### config.mk
export PLATFORM = sky130hd
export DESIGN_NAME = flow_gradient_flat
export DESIGN_NICKNAME = d
export VERILOG_FILES = /design/src/rtl/flow_gradient_if.sv /design/src/rtl/flow_gradient.sv /design/src/flat_wrapper.sv
export SDC_FILE = /design/constraint.sdc
export NUM_CORES = 1
export LEC_CHECK = 0
export ABC_CLOCK_PERIOD_IN_PS = 3400
export CAP_MARGIN = 20
export CORE_MARGIN = 1.5
export CORE_UTILIZATION = 47
export DETAILED_ROUTE_END_ITERATION = 6
export PLACE_DENSITY = 0.65
export SLEW_MARGIN = 40
export SYNTH_ARGS = -nofsm -noshare
export SYNTH_HDL_FRONTEND = slang
export SYNTH_SLANG_ARGS = --single-unit
export TNS_END_PERCENT = 30
### constraint.sdc
create_clock -name clk -period 3.4 [get_ports clk]
set_clock_uncertainty 0.15 [all_clocks]
set_input_delay 0.68 -clock clk [delete_from_list [all_inputs] [get_ports clk]]
set_output_delay 0.68 -clock clk [all_outputs]
set_load 0.05 [all_outputs]
### src/rtl/flow_gradient_if.sv
// Pixel stream in / gradient stream out bundle for the flow gradient stage.
// The slave side belongs to the gradient stage; the master side is its environment.
interface flow_gradient_if #(
    parameter int unsigned DATA_WIDTH  = 8,
    parameter int unsigned LINE_WIDTH  = 16,
    parameter int unsigned FRAME_LINES = 16
);
    localparam int unsigned XW = $clog2(LINE_WIDTH);
    localparam int unsigned YW = $clog2(FRAME_LINES);
    localparam int unsigned GW = DATA_WIDTH + 1;

    logic                  pix_valid;
    logic [DATA_WIDTH-1:0] pix_cur;
    logic [DATA_WIDTH-1:0] pix_prev;

    logic                  out_valid;
    logic [GW-1:0]         ix;
    logic [GW-1:0]         iy;
    logic [GW-1:0]         it;
    logic [XW-1:0]         out_x;
    logic [YW-1:0]         out_y;
    logic                  out_eol;
    logic                  out_eof;

    modport master (
        output pix_valid, pix_cur, pix_prev,
        input  out_valid, ix, iy, it, out_x, out_y, out_eol, out_eof
    );

    modport slave (
        input  pix_valid, pix_cur, pix_prev,
        output out_valid, ix, iy, it, out_x, out_y, out_eol, out_eof
    );
endinterface

### src/rtl/flow_gradient.sv
// Streaming Ix/Iy/It gradient stage: a raster pixel stream plus the co-located previous-frame
// pixel in, a signed gradient triplet tagged with coordinates and line/frame markers out.
module flow_gradient #(
    parameter int unsigned DATA_WIDTH  = 8,
    parameter int unsigned LINE_WIDTH  = 16,
    parameter int unsigned FRAME_LINES = 16
) (
    input  logic           clk,
    input  logic           rst,
    flow_gradient_if.slave bus
);
    localparam int unsigned XW = $clog2(LINE_WIDTH);
    localparam int unsigned YW = $clog2(FRAME_LINES);
    localparam int unsigned GW = DATA_WIDTH + 1;
    localparam logic [XW-1:0] X_LAST = XW'(LINE_WIDTH - 1);
    localparam logic [YW-1:0] Y_LAST = YW'(FRAME_LINES - 1);

    logic [XW-1:0]         x_q, x_d;
    logic [YW-1:0]         y_q, y_d;
    logic                  first_q, first_d;
    logic [DATA_WIDTH-1:0] left_q;
    logic [DATA_WIDTH-1:0] line_mem [LINE_WIDTH];
    logic [DATA_WIDTH-1:0] above;

    logic                  s1_valid_q;
    logic [DATA_WIDTH-1:0] s1_cur_q, s1_left_q, s1_above_q, s1_prev_q;
    logic [XW-1:0]         s1_x_q;
    logic [YW-1:0]         s1_y_q;
    logic                  s1_x0_q, s1_y0_q, s1_first_q;

    logic                  out_valid_q;
    logic [GW-1:0]         ix_q, iy_q, it_q;
    logic [XW-1:0]         out_x_q;
    logic [YW-1:0]         out_y_q;
    logic                  out_eol_q, out_eof_q;

    // Raster position and first-frame tracking; the flag drops once a full frame has been seen.
    always_comb begin
        x_d     = x_q;
        y_d     = y_q;
        first_d = first_q;
        if (bus.pix_valid) begin
            if (x_q == X_LAST) begin
                x_d = '0;
                if (y_q == Y_LAST) begin
                    y_d     = '0;
                    first_d = 1'b0;
                end else begin
                    y_d = y_q + 1'b1;
                end
            end else begin
                x_d = x_q + 1'b1;
            end
        end
    end

    always_ff @(posedge clk or posedge rst) begin
        if (rst) begin
            x_q     <= '0;
            y_q     <= '0;
            first_q <= 1'b1;
            left_q  <= '0;
        end else begin
            x_q     <= x_d;
            y_q     <= y_d;
            first_q <= first_d;
            if (bus.pix_valid) begin
                left_q <= bus.pix_cur;
            end
        end
    end

    // Line buffer is left unreset: row 0 never uses it, and the read sees the pre-write value.
    assign above = line_mem[x_q];

    always_ff @(posedge clk) begin
        if (bus.pix_valid) begin
            line_mem[x_q] <= bus.pix_cur;
        end
    end

    always_ff @(posedge clk or posedge rst) begin
        if (rst) begin
            s1_valid_q <= 1'b0;
            s1_cur_q   <= '0;
            s1_left_q  <= '0;
            s1_above_q <= '0;
            s1_prev_q  <= '0;
            s1_x_q     <= '0;
            s1_y_q     <= '0;
            s1_x0_q    <= 1'b0;
            s1_y0_q    <= 1'b0;
            s1_first_q <= 1'b0;
        end else begin
            s1_valid_q <= bus.pix_valid;
            if (bus.pix_valid) begin
                s1_cur_q   <= bus.pix_cur;
                s1_left_q  <= left_q;
                s1_above_q <= above;
                s1_prev_q  <= bus.pix_prev;
                s1_x_q     <= x_q;
                s1_y_q     <= y_q;
                s1_x0_q    <= (x_q == '0);
                s1_y0_q    <= (y_q == '0);
                s1_first_q <= first_q;
            end
        end
    end

    // Zero-extended subtraction covers -(2^DW-1)..+(2^DW-1) exactly in GW bits.
    always_ff @(posedge clk or posedge rst) begin
        if (rst) begin
            out_valid_q <= 1'b0;
            ix_q        <= '0;
            iy_q        <= '0;
            it_q        <= '0;
            out_x_q     <= '0;
            out_y_q     <= '0;
            out_eol_q   <= 1'b0;
            out_eof_q   <= 1'b0;
        end else begin
            out_valid_q <= s1_valid_q;
            if (s1_valid_q) begin
                ix_q      <= s1_x0_q    ? '0 : ({1'b0, s1_cur_q} - {1'b0, s1_left_q});
                iy_q      <= s1_y0_q    ? '0 : ({1'b0, s1_cur_q} - {1'b0, s1_above_q});
                it_q      <= s1_first_q ? '0 : ({1'b0, s1_cur_q} - {1'b0, s1_prev_q});
                out_x_q   <= s1_x_q;
                out_y_q   <= s1_y_q;
                out_eol_q <= (s1_x_q == X_LAST);
                out_eof_q <= (s1_x_q == X_LAST) && (s1_y_q == Y_LAST);
            end
        end
    end

    assign bus.out_valid = out_valid_q;
    assign bus.ix        = ix_q;
    assign bus.iy        = iy_q;
    assign bus.it        = it_q;
    assign bus.out_x     = out_x_q;
    assign bus.out_y     = out_y_q;
    assign bus.out_eol   = out_eol_q;
    assign bus.out_eof   = out_eof_q;
endmodule

### src/flat_wrapper.sv
// flat-port wrapper written by rule: the top's interface ports become plain ports
module flow_gradient_flat 
#(
    parameter int unsigned DATA_WIDTH  = 8,
    parameter int unsigned LINE_WIDTH  = 16,
    parameter int unsigned FRAME_LINES = 16
)
  (clk, rst, bus_pix_valid, bus_pix_cur, bus_pix_prev, bus_out_valid, bus_ix, bus_iy, bus_it, bus_out_x, bus_out_y, bus_out_eol, bus_out_eof);
  flow_gradient_if #(.DATA_WIDTH(DATA_WIDTH), .LINE_WIDTH(LINE_WIDTH), .FRAME_LINES(FRAME_LINES)) bus_i ();
  input  logic clk;
  input  logic rst;
  input wire logic [$bits(bus_i.pix_valid)-1:0] bus_pix_valid;
  input wire logic [$bits(bus_i.pix_cur)-1:0] bus_pix_cur;
  input wire logic [$bits(bus_i.pix_prev)-1:0] bus_pix_prev;
  output wire logic [$bits(bus_i.out_valid)-1:0] bus_out_valid;
  output wire logic [$bits(bus_i.ix)-1:0] bus_ix;
  output wire logic [$bits(bus_i.iy)-1:0] bus_iy;
  output wire logic [$bits(bus_i.it)-1:0] bus_it;
  output wire logic [$bits(bus_i.out_x)-1:0] bus_out_x;
  output wire logic [$bits(bus_i.out_y)-1:0] bus_out_y;
  output wire logic [$bits(bus_i.out_eol)-1:0] bus_out_eol;
  output wire logic [$bits(bus_i.out_eof)-1:0] bus_out_eof;
  assign bus_i.pix_valid = bus_pix_valid;
  assign bus_i.pix_cur = bus_pix_cur;
  assign bus_i.pix_prev = bus_pix_prev;
  assign bus_out_valid = bus_i.out_valid;
  assign bus_ix = bus_i.ix;
  assign bus_iy = bus_i.iy;
  assign bus_it = bus_i.it;
  assign bus_out_x = bus_i.out_x;
  assign bus_out_y = bus_i.out_y;
  assign bus_out_eol = bus_i.out_eol;
  assign bus_out_eof = bus_i.out_eof;
  flow_gradient #(.DATA_WIDTH(DATA_WIDTH), .LINE_WIDTH(LINE_WIDTH), .FRAME_LINES(FRAME_LINES)) u_core (.clk(clk), .rst(rst), .bus(bus_i));
endmodule
# After elaboration in Yosys (flattened, before gate mapping)
# Memory sizes are Yosys's and may differ from the RTL's. A register that Yosys moved wholly into a read port is not among the register bits.
# Cells that the tools add are included.
# W data, S select, Z words.
# classes
n_eq_ne,4
n_mux,7
reduce_logical,5
n_addsub,5
# ops
operator,count
$mux W9,3
$sub A8 B8 Y9,3
$eq A4 B4 Y1 const B,4
$add A4 B1 Y4 const B,2
$logic_not A4 Y1,2
$mux W4,2
$reduce_and A3 Y1,1
$mux W1,2
$reduce_and A2 Y1,1
$logic_and A1 B1 Y1,1
# totals
mem_bits_rw,128
reg_bits,83
word_cells,42
input_bits,19
memories,1
output_inout_bits,38
# mem_list
memory,depth,word_bits,rd,rd_ports_with_merged_regs,write_ports,line_no,rtl
u_core.line_mem,16,8,1,1,1,flow_gradient.sv:22,logic [DATA_WIDTH-1:0] line_mem [LINE_WIDTH];

# Depth between registers and ports, before layout
# Gate-level depths: netlist (run 1).
# logic_depth
word_depth,2
ltp_mapped,9
depth_no_buf,9

# Least setup slack after synthesis (run 1)
# OpenSTA, ideal clock, no wires.
# synth_timing
path_kind,reg-to-reg
start,register u_core.s1_cur_q[0]
end,"register u_core.it_q[6], in the netlist u_core.bus.it[6]"
path_slack_ns,1.041
arrival_time_ns,2.087
required_time_ns,3.128
setup_ns,0.122
path_buffers,0
path_stages_with_launch,10
path_cell_list,dfrtp_1 -> inv_1 -> ha_1 -> inv_1 -> fa_1 -> a211oi_1 -> nor2_1 -> o21a_1 -> or3_1 -> a32o_1
# synth_between
elab_chain_cells,2
# synth_lines
item,line_no,rtl
start: declaration,flow_gradient.sv:26,"logic [DATA_WIDTH-1:0] s1_cur_q, s1_left_q, s1_above_q, s1_prev_q;"
start signal: assignment,flow_gradient.sv:97,s1_cur_q <= bus.pix_cur;
$sub A8 B8 Y9,flow_gradient.sv:126,"it_q <= s1_first_q ? '0 : ({1'b0, s1_cur_q} - {1'b0, s1_prev_q});"
$mux W9,flow_gradient.sv:126,
end signal: assignment,flow_gradient.sv:126,
end: declaration,flow_gradient.sv:32,"logic [GW-1:0] ix_q, iy_q, it_q;"
# No other way between the ends.
# A chain may end at the register's enable or synchronous reset.

# Final worst setup path (run 1)
# layout_timing
start,"register u_core.iy_q[6], in the netlist u_core.bus.iy[6]"
end,output bus_iy[6]
# layout_rtl
item,line_no,rtl
start: declaration,flow_gradient.sv:32,
start signal: assignment,flow_gradient.sv:125,"iy_q <= s1_y0_q ? '0 : ({1'b0, s1_cur_q} - {1'b0, s1_above_q});"
end: declaration,flat_wrapper.sv:17,output wire logic [$bits(bus_i.iy)-1:0] bus_iy;
# No word-level cell between the ends.

==> results of run 1 <==
==> worst min path at each step <==
| stage | cells past startpoint | endpoint | startpoint |
|---|---|---|---|
| 6_report | 2 | u_core.bus.ix[0] | u_core.bus.ix[0] |
| 5_1_grt | 1 | u_core.first_q | u_core.first_q |
| 4_1_cts | 1 | u_core.first_q | u_core.first_q |
| 3_5_place_dp | 1 | u_core.first_q | u_core.first_q |
| 3_3_place_gp | 1 | u_core.first_q | u_core.first_q |
| 2_1_floorplan | 0 | u_core.bus.out_valid | u_core.s1_valid_q |
==> final cells by class <==
cell class	instances	area [um^2]	share of cell area
clock buffer	32	619	0.0568
clock inverter	9	83.8	0.00769
inverter	37	140	0.0129
multi-input combinational	368	3000	0.275
sequential	219	6120	0.562
tap	265	332	0.0304
timing repair buffer	61	601	0.0551
==> cell usage in the layout (no fill, tap or decap), types with 4 or more instances in the layout <==
cell type                         count
sky130_fd_sc_hd__nand3_1              7
sky130_fd_sc_hd__nor4_1               5
sky130_fd_sc_hd__o31a_1               5
sky130_fd_sc_hd__and2_1              15
sky130_fd_sc_hd__o21a_1              13
sky130_fd_sc_hd__mux4_1               4
sky130_fd_sc_hd__a21o_1              10
sky130_fd_sc_hd__clkbuf_16           23
sky130_fd_sc_hd__inv_1               35
sky130_fd_sc_hd__nor3_1              10
sky130_fd_sc_hd__nor2_1              21
sky130_fd_sc_hd__buf_4                4
sky130_fd_sc_hd__o41ai_1              7
sky130_fd_sc_hd__mux2i_1             32
sky130_fd_sc_hd__a21oi_1             12
sky130_fd_sc_hd__dfrtp_1             89
sky130_fd_sc_hd__o22ai_1             16
sky130_fd_sc_hd__clkdlybuf4s50_1     54
sky130_fd_sc_hd__mux2_2              26
sky130_fd_sc_hd__o21ai_0             39
sky130_fd_sc_hd__a22oi_1              5
sky130_fd_sc_hd__a211oi_1             8
sky130_fd_sc_hd__clkbuf_1             8
sky130_fd_sc_hd__clkinv_2             4
sky130_fd_sc_hd__a22o_1               8
sky130_fd_sc_hd__xnor2_1              7
sky130_fd_sc_hd__o2bb2ai_1           10
sky130_fd_sc_hd__edfxtp_1           128
sky130_fd_sc_hd__nand2_1             41
sky130_fd_sc_hd__ha_1                33
sky130_fd_sc_hd__mux4_2              12
==> cells by family (layout without fill, tap and decap cells) <==
family | Yosys count | in the layout | share of synthesized area
AOI/OAI and AO/OA | 139 | 139 | 0.100
xor gates and xnor gates | 9 | 9 | 0.00840
adders and majority gates | 36 | 36 | 0.0504
buffers and inverters | 60 | 139 | 0.0276
DFF | 219 | 219 | 0.652
muxes | 74 | 74 | 0.105
and+or+nand+nor | 110 | 110 | 0.0553
==> flip-flops by register name, summed over array words and instances (netlist names), 8 cells and up <==
register / flops
u_core.bus.it: 9
u_core.bus.ix: 9
u_core.bus.iy: 9
u_core.line_mem: 128
u_core.s1_above_q: 8
u_core.s1_cur_q: 8
u_core.s1_left_q: 8
u_core.s1_prev_q: 8
==> through the flow <==
step	utilization	hold WS (ns)	total power, mW
4_1_cts	0.559	0.323	9.02
6_report	0.558	0.327	8.95
5_1_grt	0.558	0.334	9.39
2_1_floorplan	-	0.202	5.76
3_5_place_dp	0.522	0.312	6.65
3_3_place_gp	0.522	0.303	6.59
==> power breakdown <==
| group | switching [mW] | internal [mW] |
|---|---|---|
| logic | 1.74 | 1.19 |
| clock network | 0.998 | 1.35 |
| registers | 0.379 | 3.30 |
==> Yosys cell counts (7+ instances only) <==
cell type / number
sky130_fd_sc_hd__o41ai_1: 7
sky130_fd_sc_hd__a22o_1: 8
sky130_fd_sc_hd__o22ai_1: 16
sky130_fd_sc_hd__edfxtp_1: 128
sky130_fd_sc_hd__mux4_2: 12
sky130_fd_sc_hd__nand2_1: 41
sky130_fd_sc_hd__inv_1: 36
sky130_fd_sc_hd__dfrtp_1: 90
sky130_fd_sc_hd__and2_1: 15
sky130_fd_sc_hd__clkbuf_1: 10
sky130_fd_sc_hd__a21o_1: 10
sky130_fd_sc_hd__o21ai_0: 39
sky130_fd_sc_hd__nand3_1: 7
sky130_fd_sc_hd__o2bb2ai_1: 10
sky130_fd_sc_hd__mux2i_1: 32
sky130_fd_sc_hd__nor2_1: 21
sky130_fd_sc_hd__a21oi_1: 12
sky130_fd_sc_hd__a211oi_1: 8
sky130_fd_sc_hd__mux2_2: 26
sky130_fd_sc_hd__ha_1: 33
sky130_fd_sc_hd__xnor2_1: 7
sky130_fd_sc_hd__o21a_1: 13
sky130_fd_sc_hd__nor3_1: 10
==> per-layer routing <==
layer | up-vias | part of all wire | global-route usage
li1 | 2581 | - | -
met1 | 2757 | 0.45 | 0.264
met2 | 140 | 0.47 | 0.318
met3 | 44 | 0.051 | 0.0325
met4 | 0 | 0.030 | 0.0622
met5 | - | 0 | 0
==> worst reg2reg max path: cells and delay by family, from the launching register on <==
family	cells	cell delay [ns]
adders and majority gates	2	0.60
buffers and inverters	2	0.24
and+or+nand+nor	2	0.39
DFF	1	0.37
AOI/OAI and AO/OA	3	0.67
==> run metrics, run 1 <==
fraction of synthesized cell area taken by the top area cell type=0.410; final-stage net count=between 700 and 800; leftover overflow at the end of global routing=0; required time of the critical path=around 2.6 ns; clock latency of the later-clocked register in the worst-skew pair=around 0.52 ns; Global Route Usage Sum=0.194; sequential cell area fraction in the yosys report=0.652; final wirelength=about 20000 um; pin count of the biggest net entering global routing=64; final number of setup-violating endpoints=0; Avg WL per Cell=19.7 um; CP arrival=~1.7 ns; minimum setup slack among reg-to-reg paths=0.88 ns; number of unique standard cell types used by synthesis=45; category of the worst setup path launch point=flop; IO Port Bufs=between 50 and 60; slew at the pin closest to its max-slew limit=between 0.8 and 0.9 ns; number of global-route vias before repair=between 5000 and 6000; number of setup buffers added after CTS=0; Bufs on Longest Clock Path=3; CP top delay family=buffers and inverters; power density of the placed cells=slightly above 800 nW/um^2; critical path endpoint category=output pin; number of antenna cells inserted=0; critical path class=reg -> out; chain of cells forming the critical path=clkdlybuf4s50_1; Worst-path clk slew=0.06 ns; routed via count divided by cell count=approximately 5.6; maximum frequency from static timing analysis=393 MHz; final-layout setup total negative slack=0 ns; TritonCTS clock tree=built; fin area=approximately 11000 um^2; number of cells after detailed placement=950; estimated wirelength of the detail-placed design=13300 um; mean post-synth cell area=about 15 um^2; cell area after synthesis=approximately 9400 um^2; maximum ir drop on the vdd rail=about 550 uV; Yosys warnings=0; Max Cap Viol=0; number of I/O pins=57; total of hold buffers inserted after clock tree synthesis=0; clk sink count=around 220; Area contributors post-synth=sky130_fd_sc_hd__edfxtp_1, sky130_fd_sc_hd__dfrtp_1, sky130_fd_sc_hd__ha_1; post-layout min period=~2.5 ns; Crit. path cell count=1; Inserted Clock Buffers=23; Slew Viols, Final=0; num rows=51; initial core utilization=0.481; slew margin rel.=0.463; Root Buffer Master=sky130_fd_sc_hd__clkbuf_16; library cell with the largest summed area after synthesis=sky130_fd_sc_hd__edfxtp_1; crit-path max FO=2; worst-case reg-to-reg path depth=9; area overhead of the layout relative to synthesis=16.2%; cell area after placement=10200 um^2; number of cells produced by synthesis=between 600 and 700; final hold violation count=0; number of storage elements in the synthesis netlist=219; DRC violations left=0; placement-stage worst setup slack=between 0.7 and 0.8 ns; CTS H-tree depth=1; endpoint of the lowest-slack register-to-register path=u_core.bus.it[6]; post-route antenna net violation count=0; share of synthesized flip-flops with an asynchronous set or reset=0.416; Die Span Y=roughly 140 um; end point of the critical path=bus_iy[6]; launch instance of the worst register-to-register path=u_core.s1_cur_q[0]; number of buffer and inverter stages on the critical path=1; 1st-pass router iterations=5; global-route wire length before repair=roughly 30000 um; core box area=between 15000 and 20000 um^2; static leakage power=approximately 4.2 nW; post-CTS sizing=0; number of antenna violations at the first check in global routing=1; cell with the biggest individual delay on the critical path=sky130_fd_sc_hd__clkdlybuf4s50_1; ratio of cells with drive above 1 in the final layout=0.110; final weighted congestion in routability-driven placement=around 0.86; Synth Net Count=roughly 700; full die area=about 21000 um^2; result of the run=completed; most used flip-flop cell after synthesis=sky130_fd_sc_hd__edfxtp_1; count of flip-flops with a built-in enable after synthesis=128; DR vias=around 5500; setup repair after global routing missed its margin=false; final cycle utilization of the critical path=0.749; Layout Cells excl Fill=991; delay of the slowest cell on the worst path=between 0.8 and 0.9 ns; least setup slack across all paths after layout=around 0.85 ns; DRT iter0 DRCs=322; min-delay worst type=reg -> reg; die width=~140 um; origin of the worst setup path=u_core.bus.iy[6]; fillers=~1600
Power figures use the tool's default switching activity.
==> run 2, diff against run 1 <==
--- a/config.mk
+++ b/config.mk
@@ -5,7 +5,7 @@
 export SDC_FILE = /design/constraint.sdc
 export NUM_CORES = 1
 export LEC_CHECK = 0
-export ABC_CLOCK_PERIOD_IN_PS = 3400
+export ABC_CLOCK_PERIOD_IN_PS = 2600
 export CAP_MARGIN = 20
 export CORE_MARGIN = 1.5
 export CORE_UTILIZATION = 47
==> constraint.sdc (replaced) <==
create_clock -name clk -period 2.6 [get_ports clk]
set_clock_uncertainty 0.15 [all_clocks]
set_input_delay 0.52 -clock clk [delete_from_list [all_inputs] [get_ports clk]]
set_output_delay 0.52 -clock clk [all_outputs]
set_load 0.05 [all_outputs]
==> run 2 against run 1 <==
  * Clock power up 51%
  * Power is 37% higher
  * Sequential cell count stayed put
  * Routed wire length increased by 2.7%
  * Utilization increased by 1.3 points
  * Final cell count increased by 1.3%
  * Register-to-register slack got worse by 0.68 ns
  * Critical path type is now reg -> reg
  * Sequential power grew 31%
  * Critical endpoint is now u_core.bus.ix[6]
==> run metrics, run 2 (synthesized netlist as in run 1, its figures left out) <==
final number of setup-violating endpoints=0 (unchanged); maximum frequency from static timing analysis=417 MHz; chain of cells forming the critical path=inv_1 > buf_4 > ha_1 > inv_1 > fa_1 > a211oi_1 > nor2_1 > o31a_1 > a211oi_1 > a21o_1; global-route wire length before repair=31700 um (+4.1%); core box area=19500 um^2 (unchanged); total of hold buffers inserted after clock tree synthesis=0 (unchanged); static leakage power=4.36 nW (+2.7%); number of antenna cells inserted=0 (unchanged); post-layout min period=between 2 and 2.5 ns; category of the worst setup path launch point=flop; DR vias=5529 (+0.13%); final cycle utilization of the critical path=0.923; Bufs on Longest Clock Path=3 (unchanged); die width=144 um (unchanged); CP arrival=2.70 ns (+0.98 ns); register ranked first by flip-flop count=u_core.line_mem; DRC violations left=0 (unchanged); final weighted congestion in routability-driven placement=0.847 (-1.5%); most frequent standard cell in the layout excluding fill and tap cells=sky130_fd_sc_hd__edfxtp_1; number of antenna violations at the first check in global routing=0 (-1); setup repair after global routing missed its margin=false; commonest non-fill, non-tap cells in the layout=sky130_fd_sc_hd__edfxtp_1, sky130_fd_sc_hd__dfrtp_1, sky130_fd_sc_hd__clkdlybuf4s50_1, sky130_fd_sc_hd__nand2_1, sky130_fd_sc_hd__o21ai_0; clock latency of the later-clocked register in the worst-skew pair=0.54 ns (+0.02 ns); number of setup buffers added after CTS=0 (unchanged); placement-stage worst setup slack=0.210 ns (-0.545 ns); post-CTS sizing=0 (unchanged); full die area=20800 um^2 (unchanged); slew margin rel.=0.451 (-0.0121); 1st-pass router iterations=4 (-1); critical path class=reg -> reg; number of cells after detailed placement=960 (+1.1%); leftover overflow at the end of global routing=0 (unchanged); final hold violation count=0 (unchanged); Global Route Usage Sum=0.202 (+0.00896); Root Buffer Master=sky130_fd_sc_hd__clkbuf_16; DRT iter0 DRCs=353 (+9.6%); Fin Hold WS=0.283 ns (-0.0441 ns); initial core utilization=0.481 (unchanged); power density of the placed cells=1100 nW/um^2 (+34%); Max Cap Viol=0 (unchanged); Largest register FFs=128 (unchanged); min-delay worst type=in -> async; clk sink count=219 (unchanged); area overhead of the layout relative to synthesis=18.8%; slew at the pin closest to its max-slew limit=0.803 ns (-0.0000568 ns); Slew Viols, Final=0 (unchanged); Layout Cells excl Fill=1004 (+1.3%); Inserted Clock Buffers=24 (+4.3%); required time of the critical path=2.90 ns (+0.33 ns); result of the run=completed; critical path endpoint category=flop; TritonCTS clock tree=built; CTS H-tree depth=1 (unchanged); crit-path max FO=6 (+4); maximum ir drop on the vdd rail=566 uV (+3.8%); IO Port Bufs=56 (unchanged); final wirelength=20100 um (+2.7%); routed via count divided by cell count=5.51 (-1.2%); cell with the biggest individual delay on the critical path=sky130_fd_sc_hd__fa_1; final-stage net count=776 (+1.4%); least setup slack across all paths after layout=0.199 ns (-0.656 ns); post-route antenna net violation count=0 (unchanged); ratio of cells with drive above 1 in the final layout=0.135 (+0.0251); number of I/O pins=57 (unchanged); final-layout setup total negative slack=0 ns (unchanged); Worst-path clk slew=0.06 ns (about the same); Die Span Y=144 um (unchanged); delay of the slowest cell on the worst path=0.48 ns (-0.34 ns); num rows=51 (unchanged); fillers=1570 (-0.44%); number of global-route vias before repair=5636 (+1.2%); estimated wirelength of the detail-placed design=13600 um (+2.0%); Avg WL per Cell=20.0 um (+1.4%); pin count of the biggest net entering global routing=55 (-14%)
[run 2: per-layer routing]
layer | vias up | global-route usage | wire length [um]
li1 | 2587 | - | -
met1 | 2776 | 0.273 | 8740
met2 | 126 | 0.338 | 9870
met3 | 40 | 0.0298 | 800
met4 | 0 | 0.0670 | 665
met5 | - | 0 | 0
[run 2: critical path: cells and delay by family, from the launching register on]
family,cells,cell delay [ns]
flip-flops,1,0.38
adder cells (fa/ha/maj),2,0.62
buffers and inverters,3,0.27
AO/OA/AOI/OAI,4,0.82
AND/OR/NAND/NOR,1,0.10
[run 2: final cells by class]
| cell class | instances | area, um^2 | share of cell area |
|---|---|---|---|
| Tap cell | 265 | 332 | 0.0297 |
| Timing Repair Buffer | 71 | 706 | 0.0633 |
| Inverter | 37 | 143 | 0.0128 |
| Sequential cell | 219 | 6120 | 0.549 |
| Clock buffer | 26 | 618 | 0.0554 |
| Clock inverter | 18 | 226 | 0.0203 |
| Multi-Input combinational cell | 368 | 3000 | 0.269 |
[run 2: path summary, 6_finish.rpt]
path	cells after the start	endpoint	slack, ns	start
setup / recovery	10	u_core.bus.ix[6]	0.20	u_core.s1_cur_q[0]
hold / removal	3	u_core.bus.it[6]	0.28	rst
setup reg to reg	10	u_core.bus.ix[6]	0.20	u_core.s1_cur_q[0]
hold reg to reg	1	u_core.bus.it[3]	0.33	u_core.bus.it[3]
max in group asynchronous	3	u_core.first_q	1.69	rst
min in group clk	3	u_core.x_q[1]	0.31	bus_pix_valid
[run 2: power by group]
group	switching [mW]	internal, mW
combinational	2.28	1.60
clock	1.41	2.13
sequential	0.495	4.31
[run 2: per-stage QoR]
stage	total power, mW	utilization	instance area [um^2]
2_1_floorplan	7.54	-	9390
3_3_place_gp	8.67	0.528	10300
3_5_place_dp	8.75	0.528	10300
4_1_cts	12.3	0.571	11100
5_1_grt	12.8	0.571	11100
6_report	12.2	0.571	11100
==> run 3, diff against run 2 <==
--- a/config.mk
+++ b/config.mk
@@ -6,9 +6,9 @@
 export NUM_CORES = 1
 export LEC_CHECK = 0
 export ABC_CLOCK_PERIOD_IN_PS = 2600
-export CAP_MARGIN = 20
 export CORE_MARGIN = 1.5
 export CORE_UTILIZATION = 47
+export CTS_BUF_LIST = sky130_fd_sc_hd__clkbuf_8
 export DETAILED_ROUTE_END_ITERATION = 6
 export PLACE_DENSITY = 0.65
 export SLEW_MARGIN = 40
==> run 3 against run 2 <==
  * Highest routed layer unchanged
  * Utilization shrank 0.76 points
  * Largest power group unchanged
  * Fmax hardly changed
  * Die area is the same
  * Power is 5.4% lower
  * Hold slack worse by 0.013 ns
  * Combinational power hardly changed
  * Count of clock-buffer cells in the layout is 15 higher
  * Final cell count up 2.2%
  * Via count grew 0.80%
==> run metrics, run 3 (synthesized netlist as in run 1, its figures left out) <==
result of the run=completed; Die Span Y=144 um (unchanged); required time of the critical path=2.86 ns (-0.04 ns); final-stage net count=789 (+1.7%); core occupancy in the finished layout=0.563 (-0.00756); Layout Cells excl Fill=1026 (+2.2%); DR vias=5573 (+0.80%); post-layout min period=2.40 ns (+0.00218 ns); IO Port Bufs=56 (unchanged); final weighted congestion in routability-driven placement=0.847 (unchanged); clk sink count=219 (unchanged); end point of the critical path=u_core.bus.it[6]; Crit. path cell count=9 (-1); crit-path max FO=3 (-3); slew margin rel.=0.451 (about the same); Inserted Clock Buffers=37 (+54%); number of setup buffers added after CTS=0 (unchanged); sequential cell area=6120 um^2 (unchanged); number of global-route vias before repair=5758 (+2.2%); Slew Viols, Final=0 (unchanged); estimated wirelength of the detail-placed design=13600 um (unchanged); CTS H-tree depth=2 (+1); static leakage power=4.38 nW (+0.25%); area used by multi-input combinational logic=3000 um^2 (unchanged); DRT iter0 DRCs=375 (+6.2%); number of cells after detailed placement=960 (unchanged); final hold violation count=0 (unchanged); Bufs on Longest Clock Path=3 (unchanged); slew at the pin closest to its max-slew limit=0.823 ns (+0.0204 ns); global-route wire length before repair=31900 um (+0.76%); cell with the biggest individual delay on the critical path=sky130_fd_sc_hd__fa_1; chain of cells forming the critical path=inv_1 > ha_1 > inv_1 > fa_1 > a211oi_1 > nor2_1 > o21a_1 > or3_1 > a32o_1; Max Cap Viol=0 (unchanged); final number of setup-violating endpoints=0 (unchanged); leftover overflow at the end of global routing=0 (unchanged); post-CTS sizing=0 (unchanged); DRC violations left=0 (unchanged); maximum frequency from static timing analysis=416 MHz (about the same); Global Route Usage Sum=0.206 (+0.00313); power density of the placed cells=1050 nW/um^2 (-4.2%); post-route antenna net violation count=0 (unchanged); Worst-path clk slew=0.06 ns (about the same); number of I/O pins=57 (unchanged); routed via count divided by cell count=5.43 (-1.4%); number of antenna cells inserted=0 (unchanged); num rows=51 (unchanged); 1st-pass router iterations=4 (unchanged); most used cell, CP=sky130_fd_sc_hd__inv_1; final wirelength=20000 um (-0.51%); final-layout setup total negative slack=0 ns (unchanged); endpoint of the lowest-slack register-to-register path=u_core.bus.it[6]; CP top delay family=compound AO/OA/AOI/OAI gates; delay of the slowest cell on the worst path=0.41 ns (-0.07 ns); register ranked first by flip-flop count=u_core.line_mem; worst-case reg-to-reg path depth=9 (-1); full die area=20800 um^2 (unchanged); pin count of the biggest net entering global routing=55 (unchanged); die width=144 um (unchanged); critical path endpoint category=flop; launch instance of the worst register-to-register path=u_core.s1_cur_q[0]; Fin Hold WS=0.270 ns (-0.0128 ns); category of the worst setup path launch point=flop; final cycle utilization of the critical path=0.924 (about the same); setup repair after global routing missed its margin=false; Largest register FFs=128 (unchanged); critical path class=reg -> reg; most frequent standard cell in the layout excluding fill and tap cells=sky130_fd_sc_hd__edfxtp_1; number of buffer and inverter stages on the critical path=2 (-1); fillers=1626 (+3.6%); total power=11.6 mW (-5.4%); initial core utilization=0.481 (unchanged); TritonCTS clock tree=built; minimum setup slack among reg-to-reg paths=0.20 ns (about the same); CP arrival=2.66 ns (-0.04 ns); Root Buffer Master=sky130_fd_sc_hd__clkbuf_8; maximum ir drop on the vdd rail=622 uV (+9.9%); Avg WL per Cell=19.5 um (-2.6%); core box area=19500 um^2 (unchanged); commonest non-fill, non-tap cells in the layout=sky130_fd_sc_hd__edfxtp_1, sky130_fd_sc_hd__dfrtp_1, sky130_fd_sc_hd__clkdlybuf4s50_1, sky130_fd_sc_hd__inv_1; number of antenna violations at the first check in global routing=0 (unchanged); area overhead of the layout relative to synthesis=17.3%; total of hold buffers inserted after clock tree synthesis=0 (unchanged); min-delay worst type=in -> async; ratio of cells with drive above 1 in the final layout=0.135 (about the same); origin of the worst setup path=u_core.s1_cur_q[0]; clock latency of the later-clocked register in the worst-skew pair=0.53 ns (about the same)
run 3: metrics by stage:
stage	area [um^2]	setup WS (ns)
6_report	11000	0.197
3_3_place_gp	10300	0.257
2_1_floorplan	9390	0.241
4_1_cts	11000	0.166
5_1_grt	11000	0.0119
3_5_place_dp	10300	0.210
run 3: cell type report:
class / instances / share of cell area
Sequential cell: 219 / 0.557
Clock buffer: 41 / 0.0513
Clock inverter: 25 / 0.0121
Multi-Input combinational cell: 368 / 0.273
Tap cell: 265 / 0.0301
Inverter: 37 / 0.0130
Timing Repair Buffer: 71 / 0.0641
run 3: worst min-delay path by stage:
stage | endpoint | slack, ns | cells past startpoint | startpoint
after global placement | u_core.bus.ix[0] | 0.31 | 2 | u_core.bus.ix[0]
after global routing | u_core.bus.it[3] | 0.30 | 3 | rst
after CTS | u_core.bus.it[2] | 0.26 | 3 | rst
after floorplan | u_core.bus.out_valid | 0.20 | 0 | u_core.s1_valid_q
final | u_core.bus.it[8] | 0.27 | 3 | rst
after detailed placement | u_core.bus.ix[5] | 0.31 | 2 | u_core.bus.ix[5]
run 3: per-layer routing:
metal / up-vias / track usage / part of all wire
met5: - / 0 / 0
met4: 0 / 0.0808 / 0.028
met3: 44 / 0.0381 / 0.046
met2: 136 / 0.335 / 0.49
met1: 2776 / 0.274 / 0.44
li1: 2617 / - / -
run 3: where the power goes:
part	leakage, nW	internal, mW	switching [mW]
Sequential	2.27	4.31	0.496
Clock	0.414	1.55	1.33
Combinational	1.70	1.60	2.28
run 3: worst min-delay path: stages:
cell and delay [ns]:
sky130_fd_sc_hd__clkdlybuf4s50_1 0.44, sky130_fd_sc_hd__clkinvlp_4 0.12, sky130_fd_sc_hd__buf_12 0.22
